**src/rtl/wb_slave_mux.sv**
```systemverilog
// wb_slave_mux: Wishbone fan-out from the management-SoC slave port to
// NUM_SLV user slaves. Each classic single cycle is decoded by address
// region and forwarded to one slave. Misses and slave timeouts complete
// with ERR_DATA and are recorded in a sticky flag and a saturating counter.
//
// Ports:
//   wb_clk, wb_rst        clock, asynchronous active-high reset
//   wbs_*                 upstream Wishbone slave (adr/wdata/sel/cyc/stb/we in,
//                         ack/rdata out)
//   m_cyc, m_stb          one-hot per-slave strobes
//   m_we/m_adr/m_wdata/m_sel  registered request fields shared by all slaves
//   m_ack, m_rdata        per-slave ack and read data (slave i on [32i+:32])
//   err_clr               pulse clearing err_flag and err_cnt
//   err_flag, err_cnt     sticky error flag and saturating error count
module wb_slave_mux #(
  parameter int unsigned NUM_SLV     = 4,
  parameter logic [31:0] BASE_ADDR   = 32'h3000_0000,
  parameter int unsigned REGION_BITS = 12,
  parameter int unsigned TIMEOUT     = 255,
  parameter logic [31:0] ERR_DATA    = 32'hDEAD_BEEF
) (
  input  logic                      wb_clk,
  input  logic                      wb_rst,
  input  logic [31:0]               wbs_adr,
  input  logic [31:0]               wbs_wdata,
  input  logic [3:0]                wbs_sel,
  input  logic                      wbs_cyc,
  input  logic                      wbs_stb,
  input  logic                      wbs_we,
  output logic                      wbs_ack,
  output logic [31:0]               wbs_rdata,
  output logic [NUM_SLV-1:0]        m_cyc,
  output logic [NUM_SLV-1:0]        m_stb,
  output logic                      m_we,
  output logic [REGION_BITS-1:0]    m_adr,
  output logic [31:0]               m_wdata,
  output logic [3:0]                m_sel,
  input  logic [NUM_SLV-1:0]        m_ack,
  input  logic [32*NUM_SLV-1:0]     m_rdata,
  input  logic                      err_clr,
  output logic                      err_flag,
  output logic [7:0]                err_cnt
);

  localparam int unsigned IDX_W   = (NUM_SLV > 1) ? $clog2(NUM_SLV) : 1;
  localparam int unsigned HI_LSB  = REGION_BITS + IDX_W;
  localparam int unsigned TMR_W   = 16;
  localparam logic [TMR_W-1:0] TMR_LAST = TMR_W'(TIMEOUT - 1);

  typedef enum logic [1:0] {
    S_IDLE   = 2'd0,
    S_ACCESS = 2'd1,
    S_RESP   = 2'd2
  } state_t;

  state_t               state_q, state_nxt;
  logic [IDX_W-1:0]     idx_q, idx_nxt;
  logic [TMR_W-1:0]     tmr_q, tmr_nxt;

  logic                 wbs_ack_nxt;
  logic [31:0]          wbs_rdata_nxt;
  logic [NUM_SLV-1:0]   m_cyc_nxt, m_stb_nxt;
  logic                 m_we_nxt;
  logic [REGION_BITS-1:0] m_adr_nxt;
  logic [31:0]          m_wdata_nxt;
  logic [3:0]           m_sel_nxt;
  logic                 err_flag_nxt;
  logic [7:0]           err_cnt_nxt;

  // Address decode of the incoming request
  logic [IDX_W-1:0]     req_idx;
  logic                 req_hit;
  logic [31:0]          slv_rdata;
  logic                 slv_ack;

  assign req_idx = wbs_adr[REGION_BITS +: IDX_W];
  assign req_hit = (wbs_adr[31:HI_LSB] == BASE_ADDR[31:HI_LSB]) &&
                   (32'(req_idx) < 32'(NUM_SLV));

  // Only the selected slave's ack and data are looked at
  assign slv_ack   = m_ack[idx_q];
  assign slv_rdata = m_rdata[32*32'(idx_q) +: 32];

  // Next-state and next-output logic
  always_comb begin
    logic err_event;

    state_nxt     = state_q;
    idx_nxt       = idx_q;
    tmr_nxt       = tmr_q;
    wbs_ack_nxt   = 1'b0;
    wbs_rdata_nxt = '0;
    m_cyc_nxt     = m_cyc;
    m_stb_nxt     = m_stb;
    m_we_nxt      = m_we;
    m_adr_nxt     = m_adr;
    m_wdata_nxt   = m_wdata;
    m_sel_nxt     = m_sel;
    err_flag_nxt  = err_flag;
    err_cnt_nxt   = err_cnt;
    err_event     = 1'b0;

    if (err_clr) begin
      err_flag_nxt = 1'b0;
      err_cnt_nxt  = 8'd0;
    end

    case (state_q)
      S_IDLE: begin
        if (wbs_cyc && wbs_stb) begin
          m_adr_nxt   = wbs_adr[REGION_BITS-1:0];
          m_wdata_nxt = wbs_wdata;
          m_sel_nxt   = wbs_sel;
          m_we_nxt    = wbs_we;
          idx_nxt     = req_idx;
          if (req_hit) begin
            state_nxt = S_ACCESS;
            m_cyc_nxt = NUM_SLV'(1) << req_idx;
            m_stb_nxt = NUM_SLV'(1) << req_idx;
            tmr_nxt   = '0;
          end else begin
            state_nxt     = S_RESP;
            wbs_ack_nxt   = 1'b1;
            wbs_rdata_nxt = ERR_DATA;
            err_event     = 1'b1;
          end
        end
      end

      S_ACCESS: begin
        // Abort beats ack, ack beats timeout
        if (!wbs_cyc) begin
          state_nxt = S_IDLE;
          m_cyc_nxt = '0;
          m_stb_nxt = '0;
        end else if (slv_ack) begin
          state_nxt     = S_RESP;
          wbs_ack_nxt   = 1'b1;
          wbs_rdata_nxt = slv_rdata;
          m_cyc_nxt     = '0;
          m_stb_nxt     = '0;
        end else if (tmr_q == TMR_LAST) begin
          state_nxt     = S_RESP;
          wbs_ack_nxt   = 1'b1;
          wbs_rdata_nxt = ERR_DATA;
          m_cyc_nxt     = '0;
          m_stb_nxt     = '0;
          err_event     = 1'b1;
        end else begin
          tmr_nxt = tmr_q + TMR_W'(1);
        end
      end

      S_RESP: begin
        state_nxt = S_IDLE;
      end

      default: begin
        state_nxt = S_IDLE;
        m_cyc_nxt = '0;
        m_stb_nxt = '0;
      end
    endcase

    // An error event overrides a coincident clear: count restarts at 1
    if (err_event) begin
      err_flag_nxt = 1'b1;
      if (err_clr)
        err_cnt_nxt = 8'd1;
      else if (err_cnt != 8'hFF)
        err_cnt_nxt = err_cnt + 8'd1;
    end
  end

  // State and output registers
  always_ff @(posedge wb_clk or posedge wb_rst) begin
    if (wb_rst) begin
      state_q   <= S_IDLE;
      idx_q     <= '0;
      tmr_q     <= '0;
      wbs_ack   <= 1'b0;
      wbs_rdata <= '0;
      m_cyc     <= '0;
      m_stb     <= '0;
      m_we      <= 1'b0;
      m_adr     <= '0;
      m_wdata   <= '0;
      m_sel     <= '0;
      err_flag  <= 1'b0;
      err_cnt   <= '0;
    end else begin
      state_q   <= state_nxt;
      idx_q     <= idx_nxt;
      tmr_q     <= tmr_nxt;
      wbs_ack   <= wbs_ack_nxt;
      wbs_rdata <= wbs_rdata_nxt;
      m_cyc     <= m_cyc_nxt;
      m_stb     <= m_stb_nxt;
      m_we      <= m_we_nxt;
      m_adr     <= m_adr_nxt;
      m_wdata   <= m_wdata_nxt;
      m_sel     <= m_sel_nxt;
      err_flag  <= err_flag_nxt;
      err_cnt   <= err_cnt_nxt;
    end
  end

endmodule

```
**config.mk**
```make
export PLATFORM = sky130hd
export DESIGN_NAME = wb_slave_mux
export DESIGN_NICKNAME = d
export VERILOG_FILES = /design/src/rtl/wb_slave_mux.sv
export SDC_FILE = /design/constraint.sdc
export NUM_CORES = 1
export LEC_CHECK = 0
export BUFFER_PORTS_ARGS = -buffer_cell sky130_fd_sc_hd__buf_2
export CORE_AREA = 2 2 119 121
export CTS_CLUSTER_DIAMETER = 120
export DETAILED_ROUTE_END_ITERATION = 16
export DIE_AREA = 0 0 121 123
export PLACE_DENSITY = 0.75
export RECOVER_POWER = 100
export SLEW_MARGIN = 20
export SYNTH_ARGS = -nofsm -noshare
export SYNTH_HDL_FRONTEND = slang
export SYNTH_SLANG_ARGS = --single-unit
```
**constraint.sdc**
```tcl
create_clock -name wb_clk -period 4.2 [get_ports wb_clk]
set_clock_uncertainty 0.05 [all_clocks]
set_input_delay 0.21 -clock wb_clk [delete_from_list [all_inputs] [get_ports wb_clk]]
set_output_delay 0.21 -clock wb_clk [all_outputs]
set_load 0.005 [all_outputs]
```
==> impl_results.html <==
<table>
<tr><th>Metric</th><th>Value</th></tr>
<tr><th colspan="2">Run status</th></tr>
<tr><td>Outcome</td><td>finished, violations left</td></tr>
<tr><td>Violated checks</td><td>capacitance limit, slew limit</td></tr>
<tr><th colspan="2">Finish</th></tr>
<tr><td>Fill cell count</td><td>1157</td></tr>
<tr><td>Layout cells sized above 1</td><td>0.3618</td></tr>
<tr><td># nets final</td><td>1088</td></tr>
<tr><td>P&amp;R area growth vs syn</td><td>47.01%</td></tr>
<tr><th colspan="2">Synthesis</th></tr>
<tr><td>Seq/Total Area, Yosys</td><td>0.5119</td></tr>
<tr><td>Distinct cell type count after synthesis</td><td>48</td></tr>
<tr><td>Synthesized area divided by synthesized cell count</td><td>10.55 um2</td></tr>
<tr><td>Ranking of synthesized cells by area</td><td>sky130_fd_sc_hd__dfrtp_1 (51%), sky130_fd_sc_hd__mux4_2 (13%), sky130_fd_sc_hd__nand2_1 (11%)</td></tr>
<tr><td>Total standard cell area after synthesis</td><td>0.005622 mm2</td></tr>
<tr><td>Proportion of netlist area held by the largest area contributor</td><td>0.5119</td></tr>
<tr><td>Post-synth top cells</td><td>sky130_fd_sc_hd__nand2_1 (168), sky130_fd_sc_hd__dfrtp_1 (115), sky130_fd_sc_hd__mux4_2 (33)</td></tr>
<tr><td>Most frequent cell after synthesis</td><td>sky130_fd_sc_hd__nand2_1</td></tr>
<tr><td>Fraction of synthesis flops using an asynchronous set or reset pin</td><td>1.000</td></tr>
<tr><td>Number of flops mapped to enable cells by yosys</td><td>0</td></tr>
<tr><td>Total of warnings raised by yosys</td><td>0</td></tr>
<tr><td>Cell type with the largest total area after synthesis</td><td>sky130_fd_sc_hd__dfrtp_1</td></tr>
<tr><td>Number of cells produced by synthesis</td><td>533</td></tr>
<tr><td>Post-Syn Nets</td><td>742</td></tr>
<tr><td>Number of flip-flops and latches in the synthesized netlist</td><td>115</td></tr>
<tr><td>Most used DFF post-synth</td><td>sky130_fd_sc_hd__dfrtp_1</td></tr>
<tr><th colspan="2">Timing</th></tr>
<tr><td>Final worst hold slack</td><td>0.03860 ns</td></tr>
<tr><td>Final Max Slew Viols</td><td>57</td></tr>
<tr><td>Number of hold violations in the final report</td><td>0</td></tr>
<tr><td>Maximum clock frequency</td><td>316.5 MHz</td></tr>
<tr><td>Final worst-path setup slack</td><td>1.041 ns</td></tr>
<tr><td>RSZ-0062 raised after global routing</td><td>false</td></tr>
<tr><td>Measured slew at the worst slew-check pin</td><td>1.886 ns</td></tr>
<tr><td>Setup total negative slack</td><td>0 ns</td></tr>
<tr><td>Ratio of final minimum period to clock period</td><td>0.7522</td></tr>
<tr><td>Setup violations, final</td><td>0</td></tr>
<tr><td>Minimum clock period after layout</td><td>3.159 ns</td></tr>
<tr><td>Worst slew slack as a fraction of its limit</td><td>-0.2656</td></tr>
<tr><th colspan="2">Critical path</th></tr>
<tr><td>Max stage delay on crit path</td><td>0.82 ns</td></tr>
<tr><td>Critical path class</td><td>reg -&gt; reg</td></tr>
<tr><td>Required time worst endpoint</td><td>4.44 ns</td></tr>
<tr><td>Worst setup SP type</td><td>flop</td></tr>
<tr><td>Reg2reg end</td><td>err_cnt[2]</td></tr>
<tr><td>Cell type group with the largest total delay on the critical path</td><td>simple AND/OR/NAND/NOR gates</td></tr>
<tr><td>Cell chain of the critical path</td><td>mux4_2 &gt; nor4_1 &gt; nand2_1 &gt; a211oi_1 &gt; mux2_2</td></tr>
<tr><td>Slowest CP cell</td><td>sky130_fd_sc_hd__nor4_1</td></tr>
<tr><td>Critical path buffer and inverter count</td><td>0</td></tr>
<tr><td>Max FO, Critical Path</td><td>16</td></tr>
<tr><td>Setup slack of the most critical reg-to-reg path</td><td>1.04 ns</td></tr>
<tr><td>Worst reg2reg startpoint</td><td>idx_q[0]</td></tr>
<tr><td>Endpoint kind of the worst setup timing path</td><td>flop</td></tr>
<tr><td>Data arrival at the endpoint of the critical path</td><td>3.40 ns</td></tr>
<tr><td>Register-to-Register Path Depth</td><td>5</td></tr>
<tr><th colspan="2">Detailed routing</th></tr>
<tr><td>Ratio of routed vias to standard cells</td><td>5.146</td></tr>
<tr><td>Final antenna-violating net count</td><td>0</td></tr>
<tr><td>Remaining design rule violation count</td><td>0</td></tr>
<tr><td>Routed len/inst</td><td>17.60 um</td></tr>
<tr><td>Iter 0 DRT Violations</td><td>313</td></tr>
<tr><td>Detailed-router iteration count before antenna repair</td><td>6</td></tr>
<tr><td>Via count</td><td>5537</td></tr>
<tr><td>Final routed wirelength across all metal layers</td><td>18940 um</td></tr>
<tr><th colspan="2">Clocking</th></tr>
<tr><td>Setup repair bufs after CTS</td><td>0</td></tr>
<tr><td>Clock buffers created by TritonCTS</td><td>17</td></tr>
<tr><td>Number of levels in the clock H-tree</td><td>4</td></tr>
<tr><td>Clk Latency, worst-skew pair</td><td>0.41 ns</td></tr>
<tr><td>Largest buffer count on any clock path</td><td>2</td></tr>
<tr><td>PostCTS Resize Cnt</td><td>0</td></tr>
<tr><td>CTS tree</td><td>built</td></tr>
<tr><td>Number of buffers inserted for hold repair after clock tree synthesis</td><td>50</td></tr>
<tr><td>CTS Root Buffer Type</td><td>sky130_fd_sc_hd__clkbuf_16</td></tr>
<tr><td>Clock net sink count</td><td>115</td></tr>
<tr><td>Clock transition time at the flip-flop clock pins of the worst setup and hold paths</td><td>0.05 ns</td></tr>
<tr><th colspan="2">Placement</th></tr>
<tr><td>Number of buffers added on ports</td><td>304</td></tr>
<tr><td>Place WS</td><td>1.516 ns</td></tr>
<tr><td>Global placement routability congestion</td><td>0.8713</td></tr>
<tr><td>Detail Placement HPWL</td><td>13400 um</td></tr>
<tr><th colspan="2">Global routing</th></tr>
<tr><td>Global-route wire length before repair</td><td>28500 um</td></tr>
<tr><td>Via count of the first global-routing pass</td><td>5571</td></tr>
<tr><td>Pin count of the biggest net entering global routing</td><td>60</td></tr>
<tr><td>Met2 layer usage reported by global route</td><td>0.4529</td></tr>
<tr><td>Most heavily used metal layer in global routing</td><td>met2</td></tr>
<tr><td>Overflow after GRT</td><td>0</td></tr>
<tr><td>Met3 layer usage reported by global route</td><td>0.06089</td></tr>
<tr><td>Initial antenna violation count</td><td>5</td></tr>
<tr><td>Overall track demand over capacity in global routing</td><td>0.2542</td></tr>
<tr><td>Global-route track usage on met1</td><td>0.2845</td></tr>
<tr><th colspan="2">Floorplan</th></tr>
<tr><td>Die area</td><td>0.01488 mm2</td></tr>
<tr><td>Number of placed I/O pins</td><td>305</td></tr>
<tr><td>Area of the core region</td><td>0.01361 mm2</td></tr>
<tr><td>DIE WIDTH</td><td>121 um</td></tr>
<tr><td>Effective utilization at floorplan</td><td>0.4130</td></tr>
<tr><td>Die boundary height</td><td>123 um</td></tr>
<tr><td>Row count</td><td>43</td></tr>
<tr><th colspan="2">Power and ir drop</th></tr>
<tr><td>Cell leakage power</td><td>4.146 nW</td></tr>
<tr><td>Worst voltage drop across the vdd grid</td><td>0.2583 mV</td></tr>
<tr><td>Pwr/cell area</td><td>393.2 mW/mm2</td></tr>
<tr><th colspan="2">Hold path</th></tr>
<tr><td>Critical hold path startpoint</td><td>wbs_adr[13]</td></tr>
<tr><td>Worst-case hold path end point</td><td>idx_q[1]</td></tr>
<tr><td>Hold path depth</td><td>3</td></tr>
<tr><td>Worst hold path type</td><td>in -&gt; reg</td></tr>
<tr><th colspan="2">Job</th></tr>
<tr><td>Max-cap violations</td><td>2</td></tr>
</table>
==> layout by cell type (no fill, tap or decap), types with 3 or more instances in the layout <==
| cell type | n |
|---|---|
| sky130_fd_sc_hd__o21a_1 | 24 |
| sky130_fd_sc_hd__inv_1 | 13 |
| sky130_fd_sc_hd__a211oi_1 | 4 |
| sky130_fd_sc_hd__or2_2 | 4 |
| sky130_fd_sc_hd__nor4_1 | 7 |
| sky130_fd_sc_hd__xor2_1 | 10 |
| sky130_fd_sc_hd__nor2b_1 | 3 |
| sky130_fd_sc_hd__nand3_1 | 15 |
| sky130_fd_sc_hd__dfrtp_1 | 114 |
| sky130_fd_sc_hd__o21ai_0 | 7 |
| sky130_fd_sc_hd__nor3_1 | 5 |
| sky130_fd_sc_hd__clkbuf_16 | 17 |
| sky130_fd_sc_hd__a21oi_1 | 3 |
| sky130_fd_sc_hd__buf_2 | 243 |
| sky130_fd_sc_hd__clkbuf_1 | 65 |
| sky130_fd_sc_hd__nand2_1 | 169 |
| sky130_fd_sc_hd__nand4_1 | 5 |
| sky130_fd_sc_hd__ha_1 | 3 |
| sky130_fd_sc_hd__nor2_1 | 23 |
| sky130_fd_sc_hd__mux2i_1 | 3 |
| sky130_fd_sc_hd__diode_2 | 6 |
| sky130_fd_sc_hd__clkinv_2 | 5 |
| sky130_fd_sc_hd__dlygate4sd3_1 | 50 |
| sky130_fd_sc_hd__xnor2_1 | 3 |
| sky130_fd_sc_hd__mux4_2 | 33 |
| sky130_fd_sc_hd__and4_1 | 4 |
| sky130_fd_sc_hd__and3_1 | 11 |
| sky130_fd_sc_hd__buf_4 | 4 |
| sky130_fd_sc_hd__bufinv_16 | 3 |
| sky130_fd_sc_hd__o311ai_0 | 4 |
==> worst max path at each step <==
stage	from	end	slack [ns]	depth (start not counted)
finish	idx_q[0]	err_cnt[2]	1.04	5
floorplan	wb_rst	err_cnt[0]	0.90	1
global placement	state_q[1]	tmr_q[12]	1.63	5
detailed placement	state_q[1]	tmr_q[6]	1.52	5
CTS	state_q[1]	tmr_q[6]	1.51	5
global route	idx_q[0]	err_cnt[3]	0.81	5
==> per-layer routing <==
metal,up-vias,share of wire,wire (um)
met5,-,0,0
met1,2643,0.37,6983
met3,45,0.072,1367
met2,298,0.52,9858
met4,0,0.038,725
li1,2551,-,-
==> flip-flops by register name, indices dropped and copies added, names as in the netlist, 4 cells and up <==
name / count
m_adr: 12
tmr_q: 16
m_sel: 4
m_stb: 4
wbs_rdata: 32
m_wdata: 32
err_cnt: 8
==> per-stage QoR <==
| stage | instance area, um2 | cells | util | power, mW |
|---|---|---|---|---|
| after floorplan | 5622 | 533 | - | 1.567 |
| after detailed placement | 7286 | 990 | 0.5353 | 1.822 |
| after global placement | 7286 | 990 | 0.5353 | 1.814 |
| after global routing | 8262 | 1075 | 0.6069 | 3.400 |
| after CTS | 8358 | 1070 | 0.6140 | 3.279 |
| final | 8264 | 1076 | 0.6071 | 3.250 |
==> area by class of cell <==
cell class	count	area, um2	share of cell area
sequential	115	2879	0.3484
multi-input combinational	370	2531	0.3063
timing repair buffer	361	1988	0.2406
clock buffer	19	432.9	0.05238
tap	180	225.2	0.02725
clock inverter	11	138.9	0.01681
inverter	14	53.80	0.006510
antenna	6	15.01	0.001817
==> power by group <==
group	switching [mW]	internal [mW]
clock network	0.501	0.919
registers	0.0482	1.20
logic	0.280	0.297
==> worst min-delay path, stage by stage <==
cell,delay [ns]
sky130_fd_sc_hd__buf_2,0.13
sky130_fd_sc_hd__nand2_1,0.07
sky130_fd_sc_hd__nand2_1,0.04
==> logic make-up after synthesis <==
family / count (synthesis) / synth area share
adder cells (fa/ha/maj): 3 / 0.006678
flip-flops: 115 / 0.5119
XOR/XNOR: 13 / 0.02025
multiplexers: 38 / 0.1416
AND/OR/NAND/NOR: 260 / 0.2090
AO/OA/AOI/OAI: 56 / 0.07456
buffers and inverters: 48 / 0.03606
Note: power is estimated with default switching activity, not from simulation.
